$ cat src/rtl/fetch_sequencer.sv
// Multicycle core front end: PC, instruction fetch over req/ack, stage sequencing
// and end-of-instruction next-PC selection with a return-address stack.
module fetch_sequencer #(
  parameter int            AW        = 16,
  parameter int            RAS_DEPTH = 8,
  parameter logic [AW-1:0] RESET_PC  = '0
) (
  input  logic          clk,
  input  logic          rst_n,
  output logic          imem_req,
  output logic [AW-1:0] imem_addr,
  input  logic          imem_ack,
  input  logic [31:0]   imem_rdata,
  output logic [31:0]   instr,
  output logic [5:0]    opcode,
  output logic          instr_valid,
  output logic [2:0]    stage,
  output logic [AW-1:0] pc,
  input  logic [1:0]    branch,
  input  logic          brfl_control,
  input  logic          flag,
  input  logic [AW-1:0] branch_target,
  input  logic          push,
  input  logic          pop,
  input  logic          halt,
  output logic          ras_overflow,
  output logic          ras_underflow,
  output logic          halted
);

  localparam int IW = $clog2(RAS_DEPTH);
  localparam int PW = IW + 1;

  localparam logic [2:0] S_IFH  = 3'b000;
  localparam logic [2:0] S_ID   = 3'b001;
  localparam logic [2:0] S_EX   = 3'b010;
  localparam logic [2:0] S_MEM  = 3'b011;
  localparam logic [2:0] S_WB   = 3'b100;
  localparam logic [2:0] S_HALT = 3'b101;

  localparam logic [31:0] NOP = 32'h0400_0000;

  logic [2:0]    stage_q;
  logic [AW-1:0] pc_q;
  logic [31:0]   instr_q;
  logic          req_q;
  logic [PW-1:0] ptr_q;
  logic          ovf_q;
  logic          unf_q;
  logic [AW-1:0] ras [RAS_DEPTH];

  logic [AW-1:0] pc_inc;
  logic [AW-1:0] pc_nxt;
  logic [AW-1:0] ras_wdata;
  logic [PW-1:0] ptr_nxt;
  logic [PW-1:0] ptr_dec;
  logic [IW-1:0] top_idx;
  logic [IW-1:0] ras_widx;
  logic          ras_we;
  logic          set_ovf;
  logic          set_unf;
  logic          go_halt;
  logic          empty;
  logic          full;

  assign pc_inc  = pc_q + AW'(1);
  assign ptr_dec = ptr_q - PW'(1);
  assign top_idx = ptr_dec[IW-1:0];
  assign empty   = (ptr_q == '0);
  assign full    = (ptr_q == PW'(RAS_DEPTH));

  // Next-PC / RAS decision, only meaningful in WB
  always_comb begin
    pc_nxt    = pc_inc;
    ptr_nxt   = ptr_q;
    ras_we    = 1'b0;
    ras_widx  = ptr_q[IW-1:0];
    ras_wdata = pc_inc;
    set_ovf   = 1'b0;
    set_unf   = 1'b0;
    go_halt   = 1'b0;
    if (stage_q == S_WB) begin
      if (halt) begin
        go_halt = 1'b1;
        pc_nxt  = pc_q;
      end else if (branch == 2'b01 && push && pop) begin
        if (empty) begin
          set_unf = 1'b1;
        end else begin
          pc_nxt   = ras[top_idx];
          ras_we   = 1'b1;
          ras_widx = top_idx;
        end
      end else if (branch == 2'b01 && push) begin
        pc_nxt = branch_target;
        if (full) begin
          set_ovf = 1'b1;
        end else begin
          ras_we  = 1'b1;
          ptr_nxt = ptr_q + PW'(1);
        end
      end else if (branch == 2'b01 && pop) begin
        if (empty) begin
          set_unf = 1'b1;
        end else begin
          pc_nxt  = ras[top_idx];
          ptr_nxt = ptr_dec;
        end
      end else if (branch == 2'b10) begin
        if (!brfl_control || flag) pc_nxt = branch_target;
      end
    end
  end

  always_ff @(posedge clk) begin
    if (ras_we) ras[ras_widx] <= ras_wdata;
  end

  // The request is registered, so the first IFH cycle after reset only raises it
  always_ff @(posedge clk or negedge rst_n) begin
    if (!rst_n) begin
      stage_q <= S_IFH;
      pc_q    <= RESET_PC;
      instr_q <= NOP;
      req_q   <= 1'b0;
      ptr_q   <= '0;
      ovf_q   <= 1'b0;
      unf_q   <= 1'b0;
    end else begin
      case (stage_q)
        S_IFH: begin
          if (!req_q) begin
            req_q <= 1'b1;
          end else if (imem_ack) begin
            instr_q <= imem_rdata;
            req_q   <= 1'b0;
            stage_q <= S_ID;
          end
        end
        S_ID:  stage_q <= S_EX;
        S_EX:  stage_q <= S_MEM;
        S_MEM: stage_q <= S_WB;
        S_WB: begin
          pc_q  <= pc_nxt;
          ptr_q <= ptr_nxt;
          ovf_q <= ovf_q | set_ovf;
          unf_q <= unf_q | set_unf;
          if (go_halt) begin
            stage_q <= S_HALT;
          end else begin
            stage_q <= S_IFH;
            req_q   <= 1'b1;
          end
        end
        default: stage_q <= S_HALT;
      endcase
    end
  end

  assign imem_req      = req_q && (stage_q == S_IFH);
  assign imem_addr     = pc_q;
  assign instr         = instr_q;
  assign opcode        = instr_q[31:26];
  assign instr_valid   = (stage_q == S_ID) || (stage_q == S_EX) ||
                         (stage_q == S_MEM) || (stage_q == S_WB);
  assign stage         = stage_q;
  assign pc            = pc_q;
  assign ras_overflow  = ovf_q;
  assign ras_underflow = unf_q;
  assign halted        = (stage_q == S_HALT);

endmodule

$ cat config.mk
export PLATFORM = sky130hd
export DESIGN_NAME = fetch_sequencer
export DESIGN_NICKNAME = d
export VERILOG_FILES = /design/src/rtl/fetch_sequencer.sv
export SDC_FILE = /design/constraint.sdc
export NUM_CORES = 1
export LEC_CHECK = 0
export ABC_CLOCK_PERIOD_IN_PS = 3600
export CAP_MARGIN = 20
export CORE_MARGIN = 2
export CORE_UTILIZATION = 40
export DETAILED_ROUTE_END_ITERATION = 12
export SYNTH_ARGS = -nofsm -noshare
export SYNTH_HDL_FRONTEND = slang
export SYNTH_SLANG_ARGS = --single-unit
$ cat constraint.sdc
create_clock -name clk -period 3.6 [get_ports clk]
set_clock_uncertainty 0.2 [all_clocks]
set_input_delay 0.72 -clock clk [delete_from_list [all_inputs] [get_ports clk]]
set_output_delay 0.72 -clock clk [all_outputs]
set_load 0.05 [all_outputs]
==> results.cfg <==
[clock_tree]
clock_latency_ps = 430
cts_setup_buffers = 0
clock-sinks = 186
cts_tree = built
cts_resized = 0
hold_buffers = 0
clkTransAtPathRegs_ps = 70
cts-root-buf = clkbuf_16
cts_buffers = 17
cts_buffer_depth = 2
cts_htree_levels = 4

[worst_hold_path]
hold_class = input pin to async pin

[sta]
post-route-period-util_pct = 88.2
rsz0062_at_grt = no
finalSetupTns_ps = 0
tightest_slew_ps = 812
finalSetupViolations = 0
report.final.slew_viol_count = 0
finalHoldViolCount = 0
finalWorstSetupSlack_ps = 424
maxSlewHeadroom_pct = 45.8
min_period_ps = 3180
max_freq_ghz = 0.315

[routing]
dr.pass1.iters = 5
vias = 5151
ant_nets = 0
wl_per_cell_um = 21.2
wl_mm = 20.2
drc = 0
vias_per_cell = 5.42
drtIter0Drc = 444

[floorplan]
core-area_um2 = 20300
num_rows = 52
die_area_um2 = 21900
die_y_um = 148
die_w_um = 148
num_io_pins = 136
start_util_pct = 40.8

[logic_synthesis]
synth_compound_area_share_pct = 7.60
ys_seq_area_share_pct = 63.9
synthFlopType = edfxtp_1
synth_warnings = 0
synthMuxAreaShare_pct = 14.0
yosysUniqueCellTypes = 63
syn_nets = 595
netlist_instances = 534
syn_area_um2 = 8280
yosys.area_share.simple_pct = 7.42
synth_top_family_by_area = multiplexers
synth_edf_count = 128
async_flop_share_pct = 31.2
synth-xor-area-share_pct = 2.21
ys_seq_elements = 186
synth_area_per_cell_um2 = 15.5
synth_fa_ha_area_share_pct = 0.453

[job]
max_cap_violations = 0

[run_status]
outcome = finished, final reports clean

[critical_path]
slowest_delay_ps = 880
worstPathMaxFanout = 10
cpMaxStageDelayCell = clkdlybuf4s50_1
cp-end-kind = output port
worstPathRequired_ps = 2680
crit_arrival_ps = 2260
reg2reg_from = ptr_q[1]$_DFFE_PN0P_
startpoint_type = register
critPathKind = register to output port
startpoint = stage[1]$_DFFE_PN0P_
crit_chain = nor4b_2 -> clkdlybuf4s50_1

[grt]
antenna_found_initial = 0
gr-usage-met2_pct = 32.7
grt-busiest-layer = met2
grt_start_max_net_pins = 41
grt_pass1_wl_mm = 31.2
grtUsageMet1_pct = 24.0
track_usage_pct = 19.1
grt_pass1_vias = 5349
overflow = 0
met3_usage_pct = 4.44

[pwr]
comb_power_share_pct = 49.8
cellInternalPower_uw = 5920
leakagePower_uw = 0.00374
p_sw_uw = 4400
ir_drop_uv = 514
powerDensity_nw_per_um2 = 985
sw_frac_of_total_pct = 42.7
power_frac_clock_pct = 18.4
seq_power_share_pct = 31.8

[placed_design]
dp_hpwl_mm = 13.8
numPortBuffers = 135
place.gp.congestion = 0.797
post-place-ws_ps = 340

[cells_and_area]
final_layout_size_suffix_gt1_share_pct = 17.5
antennaDiodeCount = 0
area_growth_pct = 26.5
fin_nets = 728
post-route-util_pct = 51.6
-- cell families after synthesis --
kind of cell	Yosys count
flip-flops	186
AO/OA/AOI/OAI	87
multiplexers	66
buffers and inverters	57
adder cells (fa/ha/maj)	3
AND/OR/NAND/NOR	115
XOR/XNOR	20
-- critical path: cells and delay by family (launching register included) --
family                 cells  cell delay [ps]
flip-flops                 1              510
AND/OR/NAND/NOR            1              440
buffers and inverters      1              880
-- routing by layer --
| metal | wire, um | part of all wire (%) | vias up |
|---|---|---|---|
| met5 | 0 | 0 | - |
| met2 | 9920 | 49 | 224 |
| li1 | - | - | 2341 |
| met1 | 8470 | 42 | 2565 |
| met3 | 1460 | 7.3 | 21 |
| met4 | 321 | 1.6 | 0 |
-- layout by cell type, fill, tap and decap left out, types with 10 or more instances in the layout --
cell and n:
clkbuf_16 17, nor2_1 32, dfrtp_1 56, mux2_2 34, a222oi_1 11, edfxtp_1 128
mux4_2 16, o21ai_0 10, buf_4 27, a22o_1 10, a21oi_1 24, mux4_1 16
clkdlybuf4s50_1 134, nand2_1 28, xnor2_1 13
-- synthesized netlist by cell type (all sizes together), types with 3 or more instances --
| cell type | instances | share of area [%] |
|---|---|---|
| edfxtp | 128 | 46 |
| dfrtp | 57 | 17 |
| buf | 42 | 3.7 |
| mux2 | 34 | 4.6 |
| mux4 | 32 | 9.4 |
| nor2 | 32 | 1.4 |
| nand2 | 28 | 1.3 |
| a21oi | 24 | 1.4 |
| xnor2 | 14 | 1.6 |
| a222oi | 11 | 1.3 |
| o21ai | 11 | 0.71 |
| a22o | 10 | 1.1 |
| nand3 | 9 | 0.54 |
| clkbuf | 8 | 0.36 |
| inv | 7 | 0.32 |
| nand4 | 6 | 0.45 |
| xor2 | 6 | 0.63 |
| nand2b | 5 | 0.38 |
| a31oi | 4 | 0.30 |
| and3b | 4 | 0.42 |
| nor3 | 4 | 0.24 |
| nor4 | 4 | 0.30 |
| and3 | 3 | 0.23 |
| ha | 3 | 0.45 |
| nand3b | 3 | 0.27 |
| nor2b | 3 | 0.23 |
| o211ai | 3 | 0.27 |
| o22ai | 3 | 0.23 |
-- flip-flops by register name (all words and copies together), names as in the netlist --
register,flops
ras,128
ras_overflow,1
ras_underflow,1
instr,32
ptr_q,4
req_q,1
stage,3
imem_addr,16
-- power by group through the flow --
stage,Combinational (uW),Sequential [uW],Clock [uW]
6_report,5140,3280,1900
5_1_grt,5450,3340,2030
4_1_cts,5140,3290,1950
3_5_place_dp,5130,3330,0
2_1_floorplan,2730,4180,0
3_3_place_gp,5080,3310,0
-- final cells by class --
class	instances	area [um2]
well taps	270	338
clock buffers	20	437
flip-flops and latches	186	5300
multi-input cells	291	2630
fillers	1699	9820
inverters	7	26.3
clock inverters	12	166
repair buffers	164	1580
-- final timing paths --
| check | depth (start not counted) | slack [ps] | end |
|---|---|---|---|
| setup / recovery | 2 | 420 | imem_req |
| hold / removal | 1 | 70 | instr[14]$_DFFE_PN0P_ |
| setup reg to reg | 8 | 550 | ras[0][0]$_DFFE_PP_ |
| hold reg to reg | 1 | 270 | ras_overflow$_DFFE_PN0N_ |
| max in group asynchronous | 2 | 2200 | instr[26]$_DFFE_PN1P_ |
| min in group clk | 1 | 270 | ras_overflow$_DFFE_PN0N_ |
-- stage by stage --
step                instance area (um2)  cells  power (uW)  hold slack [ps]
global route                      10500    950       10800             89.3
global placement                   9860    917        8380              246
CTS                               10500    949       10400             73.3
finish                            10500    950       10300             68.6
detailed placement                 9860    917        8450              259
floorplan                          8290    534        6910              224
No activity file was read; power rests on OpenSTA's default activity.
